## config.mk

```make
export PLATFORM = sky130hd
export DESIGN_NAME = shift_lr_pipe
export DESIGN_NICKNAME = d
export VERILOG_FILES = /design/src/rtl/shift_lr_pkg.sv /design/src/rtl/shift_lr_level.sv /design/src/rtl/shift_lr_pipe.sv
export SDC_FILE = /design/constraint.sdc
export NUM_CORES = 1
export LEC_CHECK = 0
export CAP_MARGIN = 5
export CORE_MARGIN = 2
export CORE_UTILIZATION = 50
export DETAILED_ROUTE_END_ITERATION = 10
export PLACE_DENSITY = 0.73
export SLEW_MARGIN = 20
export SYNTH_ARGS = -nofsm -noshare
export SYNTH_HDL_FRONTEND = slang
export SYNTH_HIERARCHICAL = 1
export SYNTH_SLANG_ARGS = --single-unit
```

## constraint.sdc

```tcl
create_clock -name clock -period 6.3 [get_ports clock]
set_clock_uncertainty 0.15 [all_clocks]
set_input_delay 0.63 -clock clock [delete_from_list [all_inputs] [get_ports clock]]
set_output_delay 0.63 -clock clock [all_outputs]
set_load 0.02 [all_outputs]
```

## src/rtl/shift_lr_pkg.sv

```systemverilog
// shift_lr_pkg: op encodings and stage partitioning helper for shift_lr_pipe
package shift_lr_pkg;
  localparam logic [1:0] OP_SRA = 2'b00;
  localparam logic [1:0] OP_SRL = 2'b01;
  localparam logic [1:0] OP_SLL = 2'b10;
  localparam logic [1:0] OP_ROL = 2'b11;
  function automatic int stage_levels(input int width, input int stages);
    return ($clog2(width) + stages - 1) / stages;
  endfunction
endpackage

```

## src/rtl/shift_lr_level.sv

```systemverilog
// shift_lr_level: one barrel-shifter mux level shifting by DIST when en is set
module shift_lr_level
  import shift_lr_pkg::*;
#(
  parameter int WIDTH = 32,
  parameter int DIST  = 1
) (
  input  logic [WIDTH-1:0] data,
  input  logic [1:0]       op,
  input  logic             en,
  output logic [WIDTH-1:0] res
);
  logic [WIDTH-1:0] sra;
  logic [WIDTH-1:0] sh;
  always_comb begin
    sra = $signed(data) >>> DIST;
    sh = op == OP_SRA ? sra :
         op == OP_SRL ? data >> DIST :
         op == OP_SLL ? data << DIST :
         {data[WIDTH-DIST-1:0], data[WIDTH-1:WIDTH-DIST]};
    res = en ? sh : data;
  end
endmodule

```

## src/rtl/shift_lr_pipe.sv

```systemverilog
// shift_lr_pipe: pipelined SRA/SRL/SLL/ROL barrel shifter with valid/ready; SHIFT_LR_PIPE_FLAGS_EN adds out_zero/out_carry
module shift_lr_pipe
  import shift_lr_pkg::*;
#(
  parameter int WIDTH  = 32,
  parameter int STAGES = 2,
  localparam int SW    = $clog2(WIDTH)
) (
  input  logic             clock,
  input  logic             reset_n,
  input  logic             in_valid,
  output logic             in_ready,
  input  logic [WIDTH-1:0] in_data,
  input  logic [SW-1:0]    in_amt,
  input  logic [1:0]       in_op,
  output logic             out_valid,
  input  logic             out_ready,
`ifdef SHIFT_LR_PIPE_FLAGS_EN
  output logic             out_zero,
  output logic             out_carry,
`endif
  output logic [WIDTH-1:0] out_data
);
  localparam int L = stage_levels(WIDTH, STAGES);
  logic             v_q     [STAGES];
  logic [WIDTH-1:0] d_q     [STAGES];
  logic [1:0]       op_q    [STAGES];
  logic [SW-1:0]    amt_q   [STAGES];
  logic             src_v   [STAGES];
  logic [WIDTH-1:0] src_d   [STAGES];
  logic [1:0]       src_op  [STAGES];
  logic [SW-1:0]    src_amt [STAGES];
  logic [WIDTH-1:0] nxt_d   [STAGES];
  logic [WIDTH-1:0] lo      [SW];
  logic             stall;
  assign stall     = v_q[STAGES-1] & ~out_ready;
  assign in_ready  = ~stall;
  assign out_valid = v_q[STAGES-1];
  assign out_data  = d_q[STAGES-1];
`ifdef SHIFT_LR_PIPE_FLAGS_EN
  // Carry is resolved from the operand up front and rides along as a tag
  logic          c_q   [STAGES];
  logic          src_c [STAGES];
  logic          c_in;
  logic          z_q;
  logic [SW-1:0] neg_amt;
  logic [SW-1:0] dec_amt;
  assign neg_amt   = '0 - in_amt;
  assign dec_amt   = in_amt - 1'b1;
  assign c_in      = in_amt == '0 ? 1'b0 : in_op[1] ? in_data[neg_amt] : in_data[dec_amt];
  assign out_zero  = z_q;
  assign out_carry = c_q[STAGES-1];
`endif
  for (genvar s = 0; s < STAGES; s++) begin : g_stage
    if (s == 0) begin : g_head
      assign src_v[s]   = in_valid;
      assign src_d[s]   = in_data;
      assign src_op[s]  = in_op;
      assign src_amt[s] = in_amt;
`ifdef SHIFT_LR_PIPE_FLAGS_EN
      assign src_c[s]   = c_in;
`endif
    end else begin : g_tail
      assign src_v[s]   = v_q[s-1];
      assign src_d[s]   = d_q[s-1];
      assign src_op[s]  = op_q[s-1];
      assign src_amt[s] = amt_q[s-1];
`ifdef SHIFT_LR_PIPE_FLAGS_EN
      assign src_c[s]   = c_q[s-1];
`endif
    end
    if (s * L < SW) begin : g_mux
      localparam int LAST = ((s + 1) * L < SW ? (s + 1) * L : SW) - 1;
      assign nxt_d[s] = lo[LAST];
    end else begin : g_pass
      assign nxt_d[s] = src_d[s];
    end
  end
  for (genvar j = 0; j < SW; j++) begin : g_lvl
    logic [WIDTH-1:0] li;
    if (j % L == 0) begin : g_first
      assign li = src_d[j/L];
    end else begin : g_next
      assign li = lo[j-1];
    end
    shift_lr_level #(.WIDTH(WIDTH), .DIST(1 << j)) u_lvl (
      .data(li),
      .op  (src_op[j/L]),
      .en  (src_amt[j/L][j]),
      .res (lo[j])
    );
  end
  always_ff @(posedge clock)
    if (!reset_n) begin
      for (int s = 0; s < STAGES; s++) begin
        v_q[s]   <= 1'b0;
        d_q[s]   <= '0;
        op_q[s]  <= OP_SRA;
        amt_q[s] <= '0;
`ifdef SHIFT_LR_PIPE_FLAGS_EN
        c_q[s]   <= 1'b0;
`endif
      end
`ifdef SHIFT_LR_PIPE_FLAGS_EN
      z_q <= 1'b0;
`endif
    end else if (!stall) begin
      for (int s = 0; s < STAGES; s++) begin
        v_q[s]   <= src_v[s];
        d_q[s]   <= nxt_d[s];
        op_q[s]  <= src_op[s];
        amt_q[s] <= src_amt[s];
`ifdef SHIFT_LR_PIPE_FLAGS_EN
        c_q[s]   <= src_c[s];
`endif
      end
`ifdef SHIFT_LR_PIPE_FLAGS_EN
      z_q <= nxt_d[STAGES-1] == '0;
`endif
    end
endmodule

```

### Word-level counts from Yosys, hierarchy flattened

Memory sizes are Yosys's and may differ from the RTL's.
Cells that the tools add are included.

* $add $sub $neg: 0
* reduce and logical (&&, ||, !) cells: 2
* multipliers: 0
* shifts and indexed selects: 0
* muxes and demuxes: 32
* bitwise gates (word level): 11
* equal/unequal tests: 4
* divide/modulo/power cells: 0
* magnitude comparators: 0

Operators by type and width (number)
* two-way mux 32 bit: 17
* two-way mux 16 bit: 1
* two-way mux 5 bit: 2
* two-way mux 8 bit: 1
* OR 1 bit: 8
* two-way mux 1 bit: 7
* two-way mux 2 bit: 3
* == test 2 x 1 -> 1 bit (second input constant): 2
* == test 2 bit (second input constant): 2
* zero test 2 bit: 2
* two-way mux 4 bit: 1
* inverter 1 bit: 2
* bitwise AND 1 bit: 1

* output and inout bits: 34
* bits in latches: 0
* memories: 4
* register bits: 0
* memory bits (read-only): 0
* bits in writable memories: 80
* bits of input ports: 43

Memory list
* d_q: depth 2, bits a word 32, read ports 2, clocked after Yosys merged registers in 0, wr ports 2, line shift_lr_pipe.sv:26 `logic [WIDTH-1:0] d_q [STAGES];`
* amt_q: depth 2, bits a word 5, read ports 1, clocked after Yosys merged registers in 0, wr ports 2, line shift_lr_pipe.sv:28 `logic [SW-1:0] amt_q [STAGES];`
* op_q: depth 2, bits a word 2, read ports 1, clocked after Yosys merged registers in 0, wr ports 2, line shift_lr_pipe.sv:27 `logic [1:0] op_q [STAGES];`
* v_q: depth 2, bits a word 1, read ports 2, clocked after Yosys merged registers in 0, wr ports 2, line shift_lr_pipe.sv:25 `logic v_q [STAGES];`

### Depth between registers and ports, before layout

Gate-level depths: netlist (run 1).

* word-level depth: 14
* gate-level depth with buffers: 9
* gate-level depth less buffers: 7

### Modules after synthesis

Netlist (run 1), hierarchy kept.

By module, submodules not included
* shift_lr_pipe: sequential area each 2102.0 um2, instances 1, cells an instance 188, area an instance 2916.5 um2
* shift_lr_level at g_lvl[0].u_lvl: sequential area each 0.0 um2, instances 1, cells an instance 107, area an instance 705.7 um2
* shift_lr_level at g_lvl[3].u_lvl: sequential area each 0.0 um2, instances 1, cells an instance 118, area an instance 700.7 um2
* shift_lr_level at g_lvl[2].u_lvl: sequential area each 0.0 um2, instances 1, cells an instance 111, area an instance 689.4 um2
* shift_lr_level at g_lvl[4].u_lvl: sequential area each 0.0 um2, instances 1, cells an instance 110, area an instance 689.4 um2
* shift_lr_level at g_lvl[1].u_lvl: sequential area each 0.0 um2, instances 1, cells an instance 109, area an instance 674.4 um2

### Least setup slack after synthesis (run 1)

No wires, ideal clock.

* kind: input-to-reg
* from: in reset_n
* to: mem amt_q[0][3] in the netlist's numbering (enable)
* data arrival time: 2.332 ns
* cell stages on the path: 2
* path buffers: 1
* path slack: 2.917 ns
* path through: buf_2 > nand3b_1

RTL lines
* from (decl): line shift_lr_pipe.sv:10 `input logic reset_n,`
* to (decl): line shift_lr_pipe.sv:28

==> results of run 1 <==
-- worst min path at each step --
| stage | to | cells after the start | slack [ns] | start |
|---|---|---|---|---|
| 2_1_floorplan | v_q[0][1]$_SDFFCE_PN0P_ | 1 | 0.38 | v_q[0][0]$_SDFFCE_PN0P_ |
| 3_3_place_gp | v_q[0][1]$_SDFFCE_PN0P_ | 1 | 0.38 | v_q[0][0]$_SDFFCE_PN0P_ |
| 3_5_place_dp | v_q[0][1]$_SDFFCE_PN0P_ | 1 | 0.41 | v_q[0][0]$_SDFFCE_PN0P_ |
| 4_1_cts | v_q[0][1]$_SDFFCE_PN0P_ | 1 | 0.42 | v_q[0][0]$_SDFFCE_PN0P_ |
| 5_1_grt | v_q[0][1]$_SDFFCE_PN0P_ | 1 | 0.45 | v_q[0][0]$_SDFFCE_PN0P_ |
| 6_report | v_q[0][1]$_SDFFCE_PN0P_ | 1 | 0.42 | v_q[0][0]$_SDFFCE_PN0P_ |
-- where the power goes --
group          leakage [uW]  internal, uW  switching, uW
logic               0.00192           214            287
clock network      0.000154           350            200
registers          0.000807           577           29.0
-- cell usage after synthesis, drive strengths merged --
cell type,count,area (um^2)
nand2b,16,110
nand3b,1,7.51
mux2i,98,981
a31oi,41,450
a21oi,98,490
nor2,139,522
buf,84,679
clkbuf,22,82.6
edfxtp,70,2100
nand3,15,75.1
nand2,42,158
a32o,5,50.1
nor2b,1,6.26
o21ai,5,25.0
o22ai,16,100
and3,70,439
inv,16,60.1
or3b,4,37.5
-- flip-flops by register name, indices dropped and copies added (netlist names) --
register	count
d_q	64
amt_q	2
op_q	2
v_q	2
-- kinds of logic (layout without fill, tap and decap cells) --
family | Yosys count | in the layout | share of synthesized area, %
AND/OR/NAND/NOR | 288 | 288 | 21.3
AO/OA/AOI/OAI | 165 | 165 | 17.5
buffers and inverters | 122 | 114 | 12.9
multiplexers | 98 | 98 | 15.4
flip-flops | 70 | 70 | 33.0
-- routing by layer --
metal / GRT usage (%) / share of wire [%] / vias up
met1: 27.7 / 46 / 2318
met2: 32.4 / 48 / 125
li1: - / - / 2602
met4: 6.43 / 1.9 / 0
met5: 0 / 0 / -
met3: 2.99 / 4.2 / 18
-- final cells by class --
| cell class | instances | area (um^2) | share of cell area, % |
|---|---|---|---|
| multi-input combinational | 551 | 3450 | 49.8 |
| sequential | 70 | 2100 | 30.3 |
| timing repair buffer | 82 | 788 | 11.4 |
| clock buffer | 10 | 229 | 3.30 |
| tap | 172 | 215 | 3.10 |
| clock inverter | 6 | 93.8 | 1.35 |
| inverter | 16 | 60.1 | 0.865 |
-- stage by stage --
step / cell area [um^2] / hold slack [ns]
global placement: 6620 / 0.381
floorplan: 6380 / 0.378
finish: 6940 / 0.418
global route: 6940 / 0.454
CTS: 6940 / 0.422
detailed placement: 6620 / 0.406
==> flow_summary.yaml, run 1 <==
worst_setup_path:
  crit_path_end_kind: "flop"
  cpPeakStageDelay_ns: 0.79
  critPathCapture: "d_q[0][25]$_SDFFCE_PN0P_"
  critPathBufInv: 2
  worstPathArrival_ns: 3.33
  worst-setup-path-type: "in -> reg"
  worstSetupStartpointType: "input port"
  critical_path.cell_chain: "buf_4, buf_4, o21ai_0, a32o_1, mux2i_1, a21oi_1, mux2i_1, a21oi_1, and3_1"
  timing.critical_path.required_ns: 6.23
  timing.rr.end: "d_q[0][50]$_SDFFCE_PN0P_"
  crit_path_max_fanout: 76
  critical-path-slowest-cell: "buf_4"
  regToRegStartpoint: "op_q[0][1]$_SDFFCE_PN0P_"
  rr_worst_depth: 6
  critical_path_depth: 9
  path_delay_family: "buffers and inverters"
  crit_start: "in_op[1]"
  r2r_setup_slack_ns: 3.20
grt:
  grt_first_pass_wirelength_mm: 21.6
  grt_max_degree: 77
  initial_antenna_violation_count: 0
  number_of_global_route_vias_before_repair: 4383
  globalRoute.totalOverflow: 0
  global_route.usage.total_pct: 20.0
detailed_routing:
  drc: 0
  final_antenna_net_count: 0
  drt_pass1_iterations: 5
  vias: 5063
  post_drt_wl_per_cell_um: 15.0
  routed_via_density: 5.58
  initialDrtViolationCount: 383
  totalWireLength_mm: 13.6
clock_network:
  root_buffer: "clkbuf_16"
  cts_buffers: 9
  clkSlewWorstSetupHoldPaths_ns: 0.06
  cts.sinks: 70
  postCtsSetupBuffers: 0
  cts_h_tree_depth: 3
  clk_path_buf_depth: 2
  cts-hold-fix-buffers: 0
  clk-insertion-delay-late_ns: 0.33
  cts_repair_resize_count: 0
  clock_tree_from_tritoncts: "yes"
final_layout:
  fill_cells: 1127
  antenna_cells: 0
  fin_util_pct: 55.5
  num-nets-final: 773
  post_layout_cell_count: 907
  syn2layout_area_growth_pct: 8.89
  layout_commonest_cell: "nor2_1"
  final_layout_size_suffix_gt1_share_pct: 6.39
  final_cell_mix: "nor2_1, mux2i_1, a21oi_1, clkdlybuf4s50_1, edfxtp_1"
placed_design:
  routability_cong: 0.854
  dp_worst_setup_slack_ns: 2.61
  placed_cells_incl_taps: 891
  port-buffer-count: 76
  dp_hpwl_mm: 9.61
logic_synthesis:
  synthesis.nets: 786
  syn-cell-area_um2: 6380
  yosys_register_bits: 70
  average_cell_area_after_synthesis_um2: 8.58
  synth_sequential_area_ratio_pct: 33.0
  ys_warn_count: 6
  ys_types: 30
  synthCells: 743
power:
  design_power_total_uw: 1660
  leakagePower_uw: 0.00288
  vdd_ir_drop_max_mv: 0.123
  power.density_cell_area_nw_per_um2: 239
timing:
  setup_viol_count_final: 0
  slew-limit-headroom_pct: 26.5
  timing_worst_slew_pin_value_ns: 1.10
  setup_slack_ns: 2.90
  final_max_slew_viol_count: 0
  finalHoldViolCount: 0
  fin_setup_tns_ns: 0
  timing.final.crit_period_ns: 3.40
  timing.fmax_mhz: 294
  final_min_period_over_clock_period_pct: 54.0
  grt_setup_unrepaired: "false"
die:
  rows: 41
  io_pins: 77
  initial_utilization_pct: 50.9
  die_h_um: 117
  floorplan.die_area_um2: 13700
  floorplan.die.width_um: 117
  floorplan.core_area_um2: 12500
run_status:
  outcome: "completed"
run:
  drv.max_cap_violation_count: 0
min_path:
  worst_hold_path_type: "reg -> reg"
(Power assumes the default switching activity.)
==> run 2: changes to the inputs <==
--- a/config.mk
+++ b/config.mk
@@ -9,7 +9,7 @@
 export CORE_MARGIN = 2
 export CORE_UTILIZATION = 50
 export DETAILED_ROUTE_END_ITERATION = 10
-export PLACE_DENSITY = 0.73
+export PLACE_DENSITY = 0.76
 export SLEW_MARGIN = 20
 export SYNTH_ARGS = -nofsm -noshare
 export SYNTH_HDL_FRONTEND = slang
==> constraint.sdc (replaced) <==
create_clock -name clock -period 3 [get_ports clock]
set_clock_uncertainty 0.15 [all_clocks]
set_input_delay 0.3 -clock clock [delete_from_list [all_inputs] [get_ports clock]]
set_output_delay 0.3 -clock clock [all_outputs]
set_load 0.02 [all_outputs]
==> flow_summary.yaml, run 2 (synthesis results as in run 1) <==
run_status:
  outcome: "completed"
placed_design:
  place_area_um2: 6750
  port-buffer-count: 76
  placed_cells_incl_taps: 903
  dp_hpwl_mm: 10.2
  routability_cong: 0.879
worst_setup_path:
  r2r_setup_slack_ns: 0.61
  worst-setup-path-type: "reg -> reg"
  worstSetupStartpointType: "flop"
  path_delay_family: "compound AO/OA/AOI/OAI gates"
  rr_worst_depth: 6
  cpPeakStageDelay_ns: 0.64
  crit_path_end_kind: "flop"
  critical-path-slowest-cell: "edfxtp_1"
  crit_path_max_fanout: 13
  worstPathArrival_ns: 2.45
  critical_path.cell_chain: "o21ai_1, a32o_1, or3b_1, buf_4, a31oi_1, and3_1"
  critPathBufInv: 1
  timing.critical_path.required_ns: 3.05
  regToRegStartpoint: "op_q[0][0]$_SDFFCE_PN0P_"
  timing.rr.end: "d_q[0][52]$_SDFFCE_PN0P_"
grt:
  number_of_global_route_vias_before_repair: 4613
  grt_first_pass_wirelength_mm: 22.5
  grt_max_degree: 71
  initial_antenna_violation_count: 0
  globalRoute.totalOverflow: 0
  global_route.usage.total_pct: 21.0
detailed_routing:
  post_drt_wl_per_cell_um: 15.2
  vias: 5202
  final_antenna_net_count: 0
  totalWireLength_mm: 14.0
  initialDrtViolationCount: 378
  drc: 0
  drt_pass1_iterations: 7
  routed_via_density: 5.66
final_layout:
  layout_commonest_cell: "nor2_1"
  final_layout_size_suffix_gt1_share_pct: 7.90
  antenna_cells: 0
  top_register: "d_q"
  fin_util_pct: 56.3
  final_cell_mix: "nor2_1, mux2i_1, a21oi_1, clkdlybuf4s50_1, edfxtp_1"
  num-nets-final: 785
  post_layout_cell_count: 919
  largest_register_ffs: 64
  final_area_um2: 7040
  syn2layout_area_growth_pct: 10.5
timing:
  grt_setup_unrepaired: "false"
  timing_worst_slew_pin_value_ns: 0.619
  timing.final.crit_period_ns: 2.39
  final_min_period_over_clock_period_pct: 79.8
  setup_viol_count_final: 0
  timing.fmax_mhz: 418
  finalHoldViolCount: 0
  final_max_slew_viol_count: 0
  slew-limit-headroom_pct: 58.8
die:
  die_h_um: 117
  floorplan.core_area_um2: 12500
  initial_utilization_pct: 50.9
  floorplan.die_area_um2: 13700
  floorplan.die.width_um: 117
  rows: 41
  io_pins: 77
power:
  power.density_cell_area_nw_per_um2: 484
  vdd_ir_drop_max_mv: 0.282
  leakagePower_uw: 0.00294
clock_network:
  cts_buffers: 9
  postCtsSetupBuffers: 0
  cts.sinks: 70
  clk_path_buf_depth: 2
  cts-hold-fix-buffers: 0
  clk-insertion-delay-late_ns: 0.34
  clock_tree_from_tritoncts: "yes"
  cts_repair_resize_count: 0
  cts_h_tree_depth: 3
  clkSlewWorstSetupHoldPaths_ns: 0.06
  root_buffer: "clkbuf_16"
min_path:
  min_to: "v_q[0][1]$_SDFFCE_PN0P_"
  holdCritStartpoint: "v_q[0][0]$_SDFFCE_PN0P_"
  worstHoldPathCells: 1
  worst_hold_path_type: "reg -> reg"
run:
  drv.max_cap_violation_count: 0
[run 2: area by class of cell]
type	count	area [um^2]
tap	172	215
multi-input combinational	551	3450
clock inverter	7	72.6
timing repair buffer	94	916
fill	1135	5470
inverter	16	60.1
sequential	70	2100
clock buffer	9	225
[run 2: worst max path at each step]
stage	from	to	slack, ns	cells after the start
5_1_grt	in_op[1]	d_q[0][18]$_SDFFCE_PN0P_	0.53	6
2_1_floorplan	v_q[0][1]$_SDFFCE_PN0P_	amt_q[0][3]$_SDFFCE_PN0P_	-0.18	1
3_5_place_dp	in_op[1]	d_q[0][19]$_SDFFCE_PN0P_	0.33	6
6_report	op_q[0][0]$_SDFFCE_PN0P_	d_q[0][52]$_SDFFCE_PN0P_	0.61	6
4_1_cts	op_q[0][0]$_SDFFCE_PN0P_	d_q[0][52]$_SDFFCE_PN0P_	0.70	6
3_3_place_gp	in_op[1]	d_q[0][23]$_SDFFCE_PN0P_	0.45	6
[run 2: power breakdown]
part / total [uW] / internal (uW) / switching, uW
combinational: 1070 / 465 / 608
sequential: 1280 / 1210 / 65.9
clock: 1060 / 644 / 412
total: 3410 / 2320 / 1090
[run 2: stage by stage]
| step | hold WS, ns | setup TNS (ns) | setup WS (ns) | power, uW |
|---|---|---|---|---|
| finish | 0.425 | 0 | 0.606 | 3410 |
| global route | 0.442 | 0 | 0.534 | 3580 |
| CTS | 0.425 | 0 | 0.696 | 3420 |
| detailed placement | 0.411 | 0 | 0.334 | 2360 |
| global placement | 0.387 | 0 | 0.450 | 2330 |
| floorplan | 0.378 | -12.51 | -0.179 | 2120 |
[run 2: metal layers]
| metal | vias up | global-route usage (%) | routed length (um) |
|---|---|---|---|
| li1 | 2628 | - | - |
| met1 | 2390 | 27.5 | 6170 |
| met2 | 160 | 34.8 | 6800 |
| met3 | 24 | 3.71 | 668 |
| met4 | 0 | 8.08 | 336 |
| met5 | - | 0 | 0 |
[run 2: worst reg2reg max path, delay by kind of cell (launching register included)]
family / cells / cell delay (ns)
buffers and inverters: 1 / 0.22
AO/OA/AOI/OAI: 3 / 0.69
AND/OR/NAND/NOR: 2 / 0.56
flip-flops: 1 / 0.64
==> run 3: changes to the inputs <==
==> constraint.sdc (replaced) <==
create_clock -name clock -period 2.1 [get_ports clock]
set_clock_uncertainty 0.15 [all_clocks]
set_input_delay 0.21 -clock clock [delete_from_list [all_inputs] [get_ports clock]]
set_output_delay 0.21 -clock clock [all_outputs]
set_load 0.02 [all_outputs]
==> flow_summary.yaml, run 3 (synthesis results as in run 1) <==
detailed_routing:
  totalWireLength_mm: 14.1
  final_antenna_net_count: 0
  post_drt_wl_per_cell_um: 14.8
  initialDrtViolationCount: 368
  vias: 5244
  routed_via_density: 5.51
  drt_pass1_iterations: 5
  drc: 0
timing:
  final_max_slew_viol_count: 0
  timing.final.crit_period_ns: 2.03
  finalHoldViolCount: 0
  timing.fmax_mhz: 493
  final_min_period_over_clock_period_pct: 96.7
  slew-limit-headroom_pct: 71.0
  setup_slack_ns: 0.0703
  timing_worst_slew_pin_value_ns: 0.435
  fin_setup_tns_ns: 0
  setup_viol_count_final: 0
worst_setup_path:
  critical-path-slowest-cell: "clkdlybuf4s50_1"
  crit_path_end_kind: "flop"
  worstSetupStartpointType: "input port"
  critPathBufInv: 1
  cpPeakStageDelay_ns: 0.52
  worst-setup-path-type: "in -> reg"
  timing.critical_path.required_ns: 2.15
  path_delay_family: "compound AO/OA/AOI/OAI gates"
  timing.rr.end: "d_q[0][62]$_SDFFCE_PN0P_"
  worstPathArrival_ns: 2.08
  regToRegStartpoint: "op_q[0][1]$_SDFFCE_PN0P_"
  crit_path_max_fanout: 3
  r2r_setup_slack_ns: 0.08
  critical_path.cell_chain: "clkdlybuf4s50_1, mux2i_1, a21oi_1, mux2i_1, a21oi_1, mux2i_1, a21oi_1, and3_1"
  rr_worst_depth: 6
clock_network:
  cts_buffers: 9
  clkSlewWorstSetupHoldPaths_ns: 0.05
  cts.sinks: 70
  clk-insertion-delay-late_ns: 0.33
  clock_tree_from_tritoncts: "yes"
  cts_h_tree_depth: 3
  root_buffer: "clkbuf_16"
  clk_path_buf_depth: 2
placed_design:
  dp_worst_setup_slack_ns: -0.340
  routability_cong: 0.877
  port-buffer-count: 76
  placed_cells_incl_taps: 933
  place_area_um2: 7030
  dp_hpwl_mm: 10.7
power:
  vdd_ir_drop_max_mv: 0.372
  design_power_total_uw: 4880
  p_seq_share_pct: 37.2
  power.density_cell_area_nw_per_um2: 657
  clkPwrFrac_pct: 29.0
  leakagePower_uw: 0.00313
  power.switching_fraction_pct: 30.5
  intPower_uw: 3390
  combinational_share_of_power_pct: 33.8
  total_switching_power_uw: 1490
min_path:
  min_to: "v_q[0][1]$_SDFFCE_PN0P_"
  worstHoldPathCells: 1
  worst_hold_path_type: "reg -> reg"
  holdCritStartpoint: "v_q[0][0]$_SDFFCE_PN0P_"
final_layout:
  syn2layout_area_growth_pct: 16.5
  top_register: "d_q"
  largest_register_ffs: 64
  final_cell_mix: "nor2_1, mux2i_1, a21oi_1, clkdlybuf4s50_1, edfxtp_1"
  post_layout_cell_count: 951
  final_layout_size_suffix_gt1_share_pct: 13.2
  final_area_um2: 7430
  antenna_cells: 0
  layout_commonest_cell: "nor2_1"
  num-nets-final: 817
grt:
  number_of_global_route_vias_before_repair: 4742
  grt_max_degree: 71
  global_route.usage.total_pct: 21.0
  grt_first_pass_wirelength_mm: 22.8
  initial_antenna_violation_count: 0
  globalRoute.totalOverflow: 0
run:
  drv.max_cap_violation_count: 0
die:
  floorplan.core_area_um2: 12500
  rows: 41
  die_h_um: 117
  initial_utilization_pct: 50.9
  floorplan.die.width_um: 117
  floorplan.die_area_um2: 13700
  io_pins: 77
run_status:
  outcome: "completed"
==> run 3: cell count changes in the layout (fill, tap and decap cells not counted), sizes merged <==
cell	delta
buf	+31
clkinvlp	-1
inv	-1
clkbuf	+3
==> run 3: how the worst max path moves through the flow <==
stage / from / end / slack [ns] / cells after the start
2_1_floorplan: v_q[0][1]$_SDFFCE_PN0P_ / amt_q[0][3]$_SDFFCE_PN0P_ / -1.08 / 1
5_1_grt: in_data[21] / d_q[0][18]$_SDFFCE_PN0P_ / -0.03 / 8
3_5_place_dp: in_op[0] / d_q[0][26]$_SDFFCE_PN0P_ / -0.34 / 8
6_report: in_data[16] / d_q[0][11]$_SDFFCE_PN0P_ / 0.07 / 8
4_1_cts: op_q[0][1]$_SDFFCE_PN0P_ / d_q[0][62]$_SDFFCE_PN0P_ / 0.0004 / 7
3_3_place_gp: in_op[0] / d_q[0][2]$_SDFFCE_PN0P_ / -0.29 / 8
==> run 3: power by group through the flow <==
stage / combinational (uW) / clock (uW) / sequential, uW
2_1_floorplan: 1220 / 0 / 1820
3_3_place_gp: 1570 / 0 / 1840
3_5_place_dp: 1600 / 0 / 1850
4_1_cts: 1610 / 1440 / 1820
5_1_grt: 1800 / 1490 / 1840
6_report: 1650 / 1420 / 1820
==> run 3: repair_timing <==
action,in CTS,in global routing
endpoints found under the hold margin,0,0
buffers inserted,0,1
hold buffers,0,0
resized for setup,0,20
setup endpoints to repair,0,24
==> run 3: worst reg2reg max path, cell delays in order (launching register included) <==
cell and delay (ns):
edfxtp_1 0.46, or3b_1 0.40, buf_4 0.19, a31oi_2 0.26, nor2_1 0.12, a31oi_4 0.14
and3_1 0.17
==> run 3: layer usage <==
layer	wire length (um)	GRT usage (%)
met1	6220	25.8
met5	0	0
met2	7030	37.4
met3	462	2.57
met4	394	8.86
==> run 3: stage by stage <==
step,hold slack (ns),utilization [%]
detailed placement,0.390,56.1
finish,0.400,59.3
global route,0.427,59.3
floorplan,0.289,-
CTS,0.383,58.4
global placement,0.391,56.1
==> run 3: area by class of cell <==
cell class	count	area (um^2)
inverters	16	60.1
fillers	1139	5090
multi-input cells	551	3520
well taps	172	215
repair buffers	126	1240
clock inverters	5	50.0
flip-flops and latches	70	2100
clock buffers	11	233
==> variant 1: new RTL, flow settings as in run 3 <==
Build with the macro `SHIFT_LR_PIPE_FLAGS_EN` defined.
--- a/src/rtl/shift_lr_pipe.sv
+++ b/src/rtl/shift_lr_pipe.sv
@@ -1,4 +1,6 @@
 // shift_lr_pipe: pipelined SRA/SRL/SLL/ROL barrel shifter with valid/ready; SHIFT_LR_PIPE_FLAGS_EN adds out_zero/out_carry
+`define SHIFT_LR_PIPE_FLAGS_EN
+
 module shift_lr_pipe
   import shift_lr_pkg::*;
 #(
Behaviour (old outputs only; new: out_carry and out_zero): same outputs for any inputs over 4 cycles, from zero or initial values and one cycle with reset_n low; that may be too few to reach the edited logic, so the function may still have changed.
==> variant 1 against run 3 <==
The flow now finishes with violations (setup timing). Wire length increased by 32%. Worst setup slack got worse by 0.35 ns. Combinational power up 40%. Maximum frequency is 15% lower. Sequential cell count increased by 3. Total power rose by 17%. Synthesized area grew 13%. Design area is 25% higher. Count of clock-buffer cells in the layout decreased by 2. Critical endpoint is now out_zero. Largest cell class unchanged.
==> variant 1: results <==
[final_layout]
drive_above_1_share_pct = 25.3
top_register = d_q
fillers = 1090
nets = 983

[power]
vdd_drop_max_uv = 440
power_leakage_uw = 0.00394
cell_internal_pwr_uw = 3840

[sta]
fin_ws_ns = -0.280
setup-violations-final = 20
whs_ns = 0.353
worstMarginPinSlew_ns = 0.566

[placement]
place_congestion = 0.955
pre_cts_ws_ns = -0.350
io_buffers = 78
place_inst = 1096
hpwl_um = 13600

[hold_path]
whs_endpoint = out_zero
hold_start = out_zero
hold_depth = 2
hold_class = reg2reg

[detailed_routing]
routed.top_layer = met4
wire_per_inst_um = 16.6
dr_wl_met3_um = 790
wl_met2_um = 9030
drtIter0Drc = 592
via_per_inst = 5.77
routed_wl_um = 18700
drt-met1-wl_um = 8200

[logic_synthesis]
synthesis.nets = 868
synth_fa_ha_area_share_pct = 0.522
synth_cell_types = 47
syn_area_per_cell_um2 = 8.75
async_reset_ff_share_pct = 0
seq_area_frac_synth_pct = 30.3
synth_compound_area_share_pct = 16.6
synthXorXnorAreaFrac_pct = 0.243
synth_top_cells_by_area = edfxtp_1 (30%), mux2i_1 (14%), nor2_1 (7.4%)
synth_common_cells = nor2_1 (141), mux2i_1 (103), a21oi_1 (99), edfxtp_1 (72), and3_1 (70)
synthMuxAreaShare_pct = 20.0
synth-edff-count = 72

[critical_path]
r2r_start = op_q[0][1]
reg2reg_slack_ns = -0.28
crit_fanout = 8
r2r_cells = 9
critPathArrivalTime_ns = 2.46
reg2reg_to = out_zero
cp_slowest_stage_delay_ns = 0.48
cpMaxStageDelayCell = or3b_4

[run_status]
violations = setup timing
outcome = finished, violations left

[global_routing]
grt_use_total_pct = 24.4
grt_max_degree = 65
grt_first_pass_wirelength_um = 29200
grt_pass1_vias = 5805
antenna_found_initial = 0

[cts]
cts.path.max_buffers = 2
==> variant 1: cell count changes after synthesis, moves of 6 or more <==
cell / change
clkbuf_1: +15
mux4_2: +9
nor4_1: +8
mux4_1: +7
buf_6: -6
==> variant 1: cells by family after synthesis <==
kind of cell,after synthesis
simple gates,316
fa+ha+maj,3
compound gates,175
flops,73
buf+inv,132
mux,121
xor+xnor,2
==> variant 1: final cells by class <==
class / instances / area share, %
clock buffer: 9 / 2.44
sequential: 73 / 23.6
timing repair buffer: 215 / 21.3
inverter: 21 / 0.879
multi-input combinational: 617 / 48.6
clock inverter: 7 / 0.758
tap: 180 / 2.44
==> variant 1: how the worst max path moves through the flow <==
stage                           from   endpoint  slack (ns)
after global routing      op_q[0][1]   out_zero       -0.42
after global placement    op_q[0][1]   out_zero       -0.30
final                     op_q[0][1]   out_zero       -0.28
after detailed placement  op_q[0][1]   out_zero       -0.35
after CTS                 op_q[0][1]   out_zero       -0.26
after floorplan            in_amt[0]  c_q[0][0]       -0.32
==> variant 1: timing repair <==
action	4_1_cts	5_1_grt
buffers inserted	0	9
gates cloned	0	1
resized for setup	17	45
endpoints found under the setup margin	23	56
hold buffers	0	0
pin swaps	7	11
==> variant 1: metal layers <==
layer	track usage, %	vias to the layer above
met5	0	-
met4	8.43	0
met3	3.43	49
met2	41.1	207
met1	32.2	3010
li1	-	3203
==> variant 1: stage by stage <==
stage / instance area (µm²) / TNS (ns)
final: 9250 / -2.17
after global routing: 9250 / -3.95
after CTS: 8950 / -1.57
after detailed placement: 8550 / -9.62
after global placement: 8550 / -8.10
after floorplan: 7270 / -0.976
==> variant 1: power groups by stage <==
stage	clock network [µW]	logic, µW	registers [µW]
finish	1520	2310	1890
global route	1600	2500	1910
CTS	1540	2150	1890
detailed placement	0	2100	1920
global placement	0	2070	1910
floorplan	0	1410	1890
==> variant 1: critical path, delay by kind of cell, from the launching register on <==
kind | cells | cell delay [ns]
buf+inv | 1 | 0.17
compound gates | 3 | 0.56
flops | 1 | 0.39
simple gates | 5 | 0.98
==> variant 2: new RTL, config.mk and constraints of run 3 <==
Made on the original files. `WIDTH` is set to 32 in 2 places; all go to 16.
--- a/src/rtl/shift_lr_level.sv
+++ b/src/rtl/shift_lr_level.sv
@@ -2,7 +2,7 @@
 module shift_lr_level
   import shift_lr_pkg::*;
 #(
-  parameter int WIDTH = 32,
+  parameter int WIDTH = 16,
   parameter int DIST  = 1
 ) (
   input  logic [WIDTH-1:0] data,
--- a/src/rtl/shift_lr_pipe.sv
+++ b/src/rtl/shift_lr_pipe.sv
@@ -2,7 +2,7 @@
 module shift_lr_pipe
   import shift_lr_pkg::*;
 #(
-  parameter int WIDTH  = 32,
+  parameter int WIDTH  = 16,
   parameter int STAGES = 2,
   localparam int SW    = $clog2(WIDTH)
 ) (
Ports: changed (resized in_amt, in_data and out_data); port bits go from 77 to 44. The function was not compared with the original's and may differ.
==> variant 2 against run 3 <==
Worst setup slack gained 0.0071 ns. Total power shrank 53%. Sequential share of layout area grew 5.3 points. Global-route usage shrank 3.9 points. First-iteration DRC count shrank 67%. Design area shrank 54%. Non-clock buffer count shrank 64. Sequential cell count shrank 32. Synthesized area shrank 54%. Wire length shrank 63%. Maximum frequency grew 0.35%. Largest power group unchanged.
==> variant 2: results <==
[cts]
htree_levels = 2
cts_root_buffer = clkbuf_8
clk_pin_slew_worst_paths_ns = 0.07
clk_latency_ns = 0.29
cts.path.max_buffers = 2
cts_made_buffers = 5

[global_routing]
grt_first_pass_wirelength_um = 8740
grt_use_total_pct = 17.2
grt_max_degree = 39
antenna_found_initial = 0
grt_pass1_vias = 2070

[detailed_routing]
drtIter0Drc = 120
via_per_inst = 5.42
routed_wl_um = 5230
dr.pass1.iters = 4
wire_per_inst_um = 12.5

[logic_synthesis]
synth-edff-count = 38
synth_cell_types = 24
async_reset_ff_share_pct = 0
synthesis.nets = 348
seq_area_frac_synth_pct = 39.3
synth_top_cells_by_area = edfxtp_1 (39%), mux2i_1 (12%), and3_1 (8.2%)
synth_cells = 322
yosys_warnings = 6
synth_common_cells = nor2_1 (52), and3_1 (38), edfxtp_1 (38), a21oi_1 (34), mux2i_1 (34)

[critical_path]
crit_family = simple AND/OR/NAND/NOR gates
cp_slowest_stage_delay_ns = 0.54
critPathArrivalTime_ns = 2.04
crit_fanout = 7
cpMaxStageDelayCell = or3b_1

[final_layout]
nets = 372
antenna_cells = 0
largest_register_ffs = 32
drive_above_1_share_pct = 10.7
fillers = 465
top_register = d_q

[placement]
place_inst = 411
hpwl_um = 3890
postPlaceCellArea_um2 = 3260
place_congestion = 0.853
io_buffers = 43

[power]
cell_internal_pwr_uw = 1700
vdd_drop_max_uv = 428
power_leakage_uw = 0.00144

[hold_path]
hold_class = in2reg

[sta]
worstMarginPinSlew_ns = 0.372

[run_status]
outcome = finished clean
-- variant 2: cell families after synthesis --
kind of cell           Yosys count  synth area share [%]
AOI/OAI and AO/OA               68                  15.0
buffers and inverters           53                  11.9
DFF                             38                  39.3
muxes                           34                  11.7
and+or+nand+nor                129                  22.0
-- variant 2: stage by stage --
| stage | setup WS, ns | total power, µW |
|---|---|---|
| finish | 0.0774 | 2310 |
| global route | 0.00766 | 2430 |
| global placement | 0.116 | 1600 |
| floorplan | -0.0937 | 1460 |
| CTS | 0.0402 | 2330 |
| detailed placement | 0.0742 | 1610 |
-- variant 2: final cells by class --
type	count	area, µm²	area share (%)
Multi-Input combinational cell	231	1420	41.8
Sequential cell	38	1140	33.6
Timing Repair Buffer	62	581	17.1
Tap cell	72	90.1	2.65
Clock buffer	5	68.8	2.03
Clock inverter	3	63.8	1.88
Inverter	8	30.0	0.885
-- variant 2: worst paths after layout --
kind | startpoint | end | slack [ns] | cells after the start
hold reg to reg | v_q[0][0] | v_q[0][1] | 0.41 | 1
hold / removal | in_op[1] | op_q[0][1] | 0.35 | 3
setup reg to reg | op_q[0][0] | d_q[0][28] | 0.08 | 5
setup / recovery | op_q[0][0] | d_q[0][28] | 0.08 | 5
-- variant 2: layer usage --
metal	GRT usage, %	share of wire, %
met5	0	0
met4	7.29	1.5
met2	31.9	52
met3	2.70	2.5
met1	19.3	44
-- variant 2: power groups by stage --
| stage | combinational (µW) | clock (µW) | sequential [µW] |
|---|---|---|---|
| 2_1_floorplan | 478 | 0 | 979 |
| 3_5_place_dp | 625 | 0 | 985 |
| 6_report | 627 | 716 | 967 |
| 5_1_grt | 695 | 756 | 975 |
| 3_3_place_gp | 616 | 0 | 981 |
| 4_1_cts | 628 | 729 | 968 |
-- variant 2: worst register-to-register path: stages, from the launching register on --
cell and delay, ns:
edfxtp_1 0.42, o21ai_0 0.17, a32o_1 0.19, or3b_1 0.54, a31oi_2 0.26, and3_1 0.17
-- variant 2: what timing repair did --
| action | CTS | global route |
|---|---|---|
| gates resized for setup | 0 | 1 |
| endpoints found under the setup margin | 0 | 8 |
| buffers inserted | 0 | 0 |
